`config.mk`:
```
export PLATFORM = sky130hd
export DESIGN_NAME = hazard_forward_unit_flat
export DESIGN_NICKNAME = d
export VERILOG_FILES = /design/src/rtl/hazard_forward_unit_if.sv /design/src/rtl/hazard_forward_unit.sv /design/src/flat_wrapper.sv
export SDC_FILE = /design/constraint.sdc
export NUM_CORES = 1
export LEC_CHECK = 0
export CAP_MARGIN = 15
export CELL_PAD_IN_SITES_DETAIL_PLACEMENT = 0
export CELL_PAD_IN_SITES_GLOBAL_PLACEMENT = 2
export CORE_MARGIN = 8
export CORE_UTILIZATION = 24
export DETAILED_ROUTE_END_ITERATION = 10
export GPL_ROUTABILITY_DRIVEN = 0
export PLACE_DENSITY_LB_ADDON = 0.3
export SYNTH_ARGS = -nofsm -noshare
export SYNTH_HDL_FRONTEND = slang
export SYNTH_SLANG_ARGS = --single-unit
```
`constraint.sdc`:
```
create_clock -name clk -period 3.73 [get_ports clk]
set_input_delay 0.746 -clock clk [delete_from_list [all_inputs] [get_ports clk]]
set_output_delay 0.746 -clock clk [all_outputs]
set_load 0.05 [all_outputs]
```
`src/rtl/hazard_forward_unit_if.sv`:
```
// Operand-resolution bus between the ID stage and the hazard/forwarding unit.
// The pipeline drives through the master modport; the unit uses the slave modport.
interface hazard_forward_unit_if #(
    parameter int DATA_W = 32,
    parameter int REG_AW = 5,
    parameter int NUM_RD = 2,
    parameter int CNT_W  = 16
);
    logic [NUM_RD*REG_AW-1:0] rd_num;
    logic [NUM_RD-1:0]        rd_used;
    logic [NUM_RD*DATA_W-1:0] rd_data;
    logic                     ex_wen;
    logic                     ex_is_load;
    logic [REG_AW-1:0]        ex_wnum;
    logic [DATA_W-1:0]        ex_data;
    logic                     mem_wen;
    logic [REG_AW-1:0]        mem_wnum;
    logic [DATA_W-1:0]        mem_data;
    logic                     flush;
    logic                     stall;
    logic [NUM_RD*DATA_W-1:0] fwd_data;
    logic [NUM_RD*2-1:0]      fwd_sel;
    logic [CNT_W-1:0]         stall_events;
    logic [CNT_W-1:0]         stall_cycles;

    modport master (
        output rd_num, rd_used, rd_data,
        output ex_wen, ex_is_load, ex_wnum, ex_data,
        output mem_wen, mem_wnum, mem_data, flush,
        input  stall, fwd_data, fwd_sel, stall_events, stall_cycles
    );

    modport slave (
        input  rd_num, rd_used, rd_data,
        input  ex_wen, ex_is_load, ex_wnum, ex_data,
        input  mem_wen, mem_wnum, mem_data, flush,
        output stall, fwd_data, fwd_sel, stall_events, stall_cycles
    );
endinterface

```
`src/rtl/hazard_forward_unit.sv`:
```
// Load-use stall control and EX/MEM operand forwarding for the ID stage,
// with saturating stall performance counters.
module hazard_forward_unit #(
    parameter int DATA_W     = 32,
    parameter int REG_AW     = 5,
    parameter int NUM_RD     = 2,
    parameter int LOAD_STALL = 1,
    parameter int CNT_W      = 16
) (
    input  logic                 clk,
    input  logic                 rst,
    hazard_forward_unit_if.slave bus
);
    localparam int CW = $clog2(LOAD_STALL) + 1;

    typedef enum logic {
        IDLE  = 1'b0,
        STALL = 1'b1
    } state_t;

    state_t                   state_reg, state_next;
    logic [CW-1:0]            cnt_reg, cnt_next;
    logic [NUM_RD-1:0]        ex_match;
    logic [NUM_RD-1:0]        mem_match;
    logic                     hazard;
    logic                     stall;
    logic [NUM_RD*DATA_W-1:0] fwd_data_reg, fwd_data_next;
    logic [NUM_RD*2-1:0]      fwd_sel_reg, fwd_sel_next;
    logic [CNT_W-1:0]         events_reg, cycles_reg;

    genvar gi;
    generate
        for (gi = 0; gi < NUM_RD; gi++) begin : g_port
            logic [REG_AW-1:0] num;
            logic              live;
            logic              ex_fwd;
            assign num  = bus.rd_num[gi*REG_AW +: REG_AW];
            // r0 is hard-wired zero, so it never participates in a hazard
            assign live = bus.rd_used[gi] && (num != '0);
            assign ex_match[gi]  = live && bus.ex_wen  && (bus.ex_wnum  == num);
            assign mem_match[gi] = live && bus.mem_wen && (bus.mem_wnum == num);
            // A load in EX has no data yet; it can only be covered by a stall
            assign ex_fwd = ex_match[gi] && !bus.ex_is_load;
            assign fwd_data_next[gi*DATA_W +: DATA_W] =
                ex_fwd        ? bus.ex_data  :
                mem_match[gi] ? bus.mem_data :
                                bus.rd_data[gi*DATA_W +: DATA_W];
            assign fwd_sel_next[gi*2 +: 2] =
                ex_fwd        ? 2'd1 :
                mem_match[gi] ? 2'd2 :
                                2'd0;
        end
    endgenerate

    assign hazard = bus.ex_is_load && (|ex_match);

    always_comb begin
        state_next = state_reg;
        cnt_next   = cnt_reg;
        stall      = 1'b0;
        case (state_reg)
            IDLE: begin
                stall = hazard && !bus.flush;
                if (stall && (LOAD_STALL > 1)) begin
                    state_next = STALL;
                    cnt_next   = CW'(LOAD_STALL - 1);
                end
            end
            STALL: begin
                stall    = !bus.flush;
                cnt_next = cnt_reg - CW'(1);
                if (cnt_reg == CW'(1)) begin
                    state_next = IDLE;
                end
            end
            default: state_next = IDLE;
        endcase
        if (bus.flush) begin
            state_next = IDLE;
            cnt_next   = '0;
        end
    end

    always_ff @(posedge clk or posedge rst) begin
        if (rst) begin
            state_reg    <= IDLE;
            cnt_reg      <= '0;
            fwd_data_reg <= '0;
            fwd_sel_reg  <= '0;
            events_reg   <= '0;
            cycles_reg   <= '0;
        end else begin
            state_reg <= state_next;
            cnt_reg   <= cnt_next;
            if (!stall) begin
                fwd_data_reg <= fwd_data_next;
                fwd_sel_reg  <= fwd_sel_next;
            end
            // An event is counted only when a stall begins from IDLE
            if (stall && (state_reg == IDLE) && (events_reg != '1)) begin
                events_reg <= events_reg + CNT_W'(1);
            end
            if (stall && (cycles_reg != '1)) begin
                cycles_reg <= cycles_reg + CNT_W'(1);
            end
        end
    end

    assign bus.stall        = stall;
    assign bus.fwd_data     = fwd_data_reg;
    assign bus.fwd_sel      = fwd_sel_reg;
    assign bus.stall_events = events_reg;
    assign bus.stall_cycles = cycles_reg;
endmodule
```
`src/flat_wrapper.sv`:
```
// flat-port wrapper written by rule: the top's interface ports become plain ports
module hazard_forward_unit_flat 
#(
    parameter int DATA_W     = 32,
    parameter int REG_AW     = 5,
    parameter int NUM_RD     = 2,
    parameter int LOAD_STALL = 1,
    parameter int CNT_W      = 16
)
  (clk, rst, bus_rd_num, bus_rd_used, bus_rd_data, bus_ex_wen, bus_ex_is_load, bus_ex_wnum, bus_ex_data, bus_mem_wen, bus_mem_wnum, bus_mem_data, bus_flush, bus_stall, bus_fwd_data, bus_fwd_sel, bus_stall_events, bus_stall_cycles);
  hazard_forward_unit_if #(.DATA_W(DATA_W), .REG_AW(REG_AW), .NUM_RD(NUM_RD), .CNT_W(CNT_W)) bus_i ();
  input  logic clk;
  input  logic rst;
  input wire logic [$bits(bus_i.rd_num)-1:0] bus_rd_num;
  input wire logic [$bits(bus_i.rd_used)-1:0] bus_rd_used;
  input wire logic [$bits(bus_i.rd_data)-1:0] bus_rd_data;
  input wire logic [$bits(bus_i.ex_wen)-1:0] bus_ex_wen;
  input wire logic [$bits(bus_i.ex_is_load)-1:0] bus_ex_is_load;
  input wire logic [$bits(bus_i.ex_wnum)-1:0] bus_ex_wnum;
  input wire logic [$bits(bus_i.ex_data)-1:0] bus_ex_data;
  input wire logic [$bits(bus_i.mem_wen)-1:0] bus_mem_wen;
  input wire logic [$bits(bus_i.mem_wnum)-1:0] bus_mem_wnum;
  input wire logic [$bits(bus_i.mem_data)-1:0] bus_mem_data;
  input wire logic [$bits(bus_i.flush)-1:0] bus_flush;
  output wire logic [$bits(bus_i.stall)-1:0] bus_stall;
  output wire logic [$bits(bus_i.fwd_data)-1:0] bus_fwd_data;
  output wire logic [$bits(bus_i.fwd_sel)-1:0] bus_fwd_sel;
  output wire logic [$bits(bus_i.stall_events)-1:0] bus_stall_events;
  output wire logic [$bits(bus_i.stall_cycles)-1:0] bus_stall_cycles;
  assign bus_i.rd_num = bus_rd_num;
  assign bus_i.rd_used = bus_rd_used;
  assign bus_i.rd_data = bus_rd_data;
  assign bus_i.ex_wen = bus_ex_wen;
  assign bus_i.ex_is_load = bus_ex_is_load;
  assign bus_i.ex_wnum = bus_ex_wnum;
  assign bus_i.ex_data = bus_ex_data;
  assign bus_i.mem_wen = bus_mem_wen;
  assign bus_i.mem_wnum = bus_mem_wnum;
  assign bus_i.mem_data = bus_mem_data;
  assign bus_i.flush = bus_flush;
  assign bus_stall = bus_i.stall;
  assign bus_fwd_data = bus_i.fwd_data;
  assign bus_fwd_sel = bus_i.fwd_sel;
  assign bus_stall_events = bus_i.stall_events;
  assign bus_stall_cycles = bus_i.stall_cycles;
  hazard_forward_unit #(.DATA_W(DATA_W), .REG_AW(REG_AW), .NUM_RD(NUM_RD), .LOAD_STALL(LOAD_STALL), .CNT_W(CNT_W)) u_core (.clk(clk), .rst(rst), .bus(bus_i));
endmodule
```
==> impl_metrics.tcl <==
set metrics [dict create \
    status "finished, final reports clean" \
    synth_area_um2 5640 \
    drtIter0Drc 176 \
    ys_seq_elements 102 \
    wirelength_um 20000 \
    clk_pin_slew_worst_paths_ns 0.07 \
    cts-buffers-inserted 9 \
    netlist_instances 581 \
    drive_gt1_frac 0.0414 \
    grt_util_all_layers 0.138 \
    wire_per_inst_um 17.5 \
    worst_slew_pin_slew_ns 0.801 \
    rows 56 \
    cp_data_required_time_ns 2.98 \
    grt_setup_unrepaired "no" \
    cts_buffer_depth 2 \
    crit_fanout 13 \
    finClkSkew_ns 0.00586 \
    grt_pass1_wl_um 31500 \
    crit_path_end_kind "output port" \
    io_buffers 256 \
    ys_top_cells_by_count "dfrtp_1, nand2_1, mux2i_1" \
    ys_seq_area_frac 0.452 \
    synthMostInstantiatedCell "dfrtp_1" \
    arrival_ns 2.72 \
    clock_latency_ns 0.34 \
    core_area_um2 23300 \
    start_util 0.243 \
    syn_area_per_cell_um2 9.71 \
    min_period_ns 3.46 \
    grt_pass1_vias 5556 \
    die-height_um 169 \
    cts-hold-fix-buffers 0 \
    vias 5121 \
    firstDrtPassIters 4 \
    synth.net_count 739 \
    post_cts_buffers 0 \
    yosysTopAreaCell "dfrtp_1" \
    dieArea_um2 28700 \
    synthArstFlopShare 1.00 \
    nets 975 \
    cts_tree "done" \
    setup_viol 0 \
    slew_violations 0 \
    path_class "in -> out" \
    yosysWarnings 0 \
    drtAntennaViolNets 0 \
    crit_path_start_kind "input pin" \
    max_freq_ghz 0.289 \
    cts.sinks 102 \
    grt.overflow.total 0 \
    io_pins 257 \
    power_density_nw_per_um2 317 \
    hold_path_class "reg -> reg" \
    cap_violations 0 \
    post_cts_resized 0 \
    grt_max_degree 96 \
    synth.distinct_cells 37 \
    largest_register_ffs 64 \
    ir_drop_mv 0.161 \
    hold_viol_final 0 \
    ys.flop_type "dfrtp_1" \
    period_share 0.928 \
    htreeDepth 3 \
    antenna_found_initial 0 \
    dp_hpwl_um 15300 \
    via_per_inst 4.48 \
    syn_to_final_growth_pct 55.7 \
    drc 0 \
    synth_top_cells_by_area "dfrtp_1, mux2i_1, nand2_1, xnor2_1, o21ai_0" \
    synth_top_area_share 0.452 \
    fp.dieW_um 169 \
    synth_edf_count 0 \
    slew_headroom 0.462 \
    whs_ns 0.453 \
    setup_tns_ns 0 \
    p_leak_uw 0.00411 \
    cts-root-buf "clkbuf_16" \
]
==> routing by layer <==
metal / vias to the layer above / GRT usage / wire length (um)
met4: 0 / 0.0512 / 359
li1: 2533 / - / -
met1: 2398 / 0.169 / 8830
met2: 171 / 0.230 / 9530
met5: - / 0 / 0
met3: 19 / 0.0375 / 1310
==> cell type report <==
cell class                      count  area, um2
Fill cell                        2355      14500
Multi-Input combinational cell    435       2820
Timing Repair Buffer              266       2710
Sequential cell                   102       2550
Tap cell                          319        399
Clock buffer                       10        229
Clock inverter                      6       62.6
Inverter                            3       16.3
Antenna cell                        1       2.50
==> cell families after synthesis <==
| family | count (synthesis) | share of synthesized area |
|---|---|---|
| compound gates | 138 | 0.154 |
| xor+xnor | 49 | 0.0761 |
| fa+ha+maj | 2 | 0.00443 |
| buf+inv | 44 | 0.0494 |
| flops | 102 | 0.452 |
| mux | 66 | 0.118 |
| simple gates | 180 | 0.146 |
==> where the power goes <==
part / total (uW) / switching (uW) / internal, uW
combinational: 649 / 346 / 303
sequential: 1190 / 35.9 / 1160
clock: 941 / 421 / 520
total: 2780 / 803 / 1980
==> placed cells by master (no fill, tap or decap), drive strengths merged, types with 5 or more instances in the layout <==
master,count
a211oi,32
clkinv,5
clkbuf,10
buf,11
xor2,19
mux2i,64
nor3,6
dfrtp,102
and3,11
xnor2,30
nand4,11
nand2,80
nor4,6
nand3,9
a21o,32
clkdlybuf4s50,255
and4,6
nor2,42
o21ai,68
==> through the flow <==
step | std cells | power [uW] | setup slack [ns] | instance area (um2) | util
floorplan | 581 | 1520 | 0.309 | 5640 | -
global placement | 1125 | 1860 | 0.256 | 8490 | 0.365
detailed placement | 1125 | 1870 | 0.245 | 8490 | 0.365
CTS | 1141 | 2840 | 0.247 | 8790 | 0.378
global route | 1141 | 2930 | 0.122 | 8790 | 0.378
finish | 1142 | 2780 | 0.267 | 8790 | 0.378
==> critical path: stages <==
cell	delay (ns)
clkdlybuf4s50_1	0.46
or4_1	0.55
o21ai_2	0.14
nor3_1	0.10
o211ai_2	0.19
and2_1	0.23
inv_4	0.12
buf_12	0.17
==> worst paths after layout <==
path	slack [ns]	depth (start not counted)	endpoint	from
setup / recovery	0.27	8	bus_stall	bus_rd_num[5]
hold / removal	0.45	1	u_core.state_reg	u_core.cnt_reg
setup reg to reg	1.24	8	u_core.bus.stall_cycles[12]	u_core.bus.stall_cycles[0]
hold reg to reg	0.45	1	u_core.state_reg	u_core.cnt_reg
max in group asynchronous	2.10	3	u_core.bus.fwd_data[23]	rst
min in group asynchronous	0.87	2	u_core.bus.stall_events[13]	rst
No activity file was read; power rests on OpenSTA's default activity.
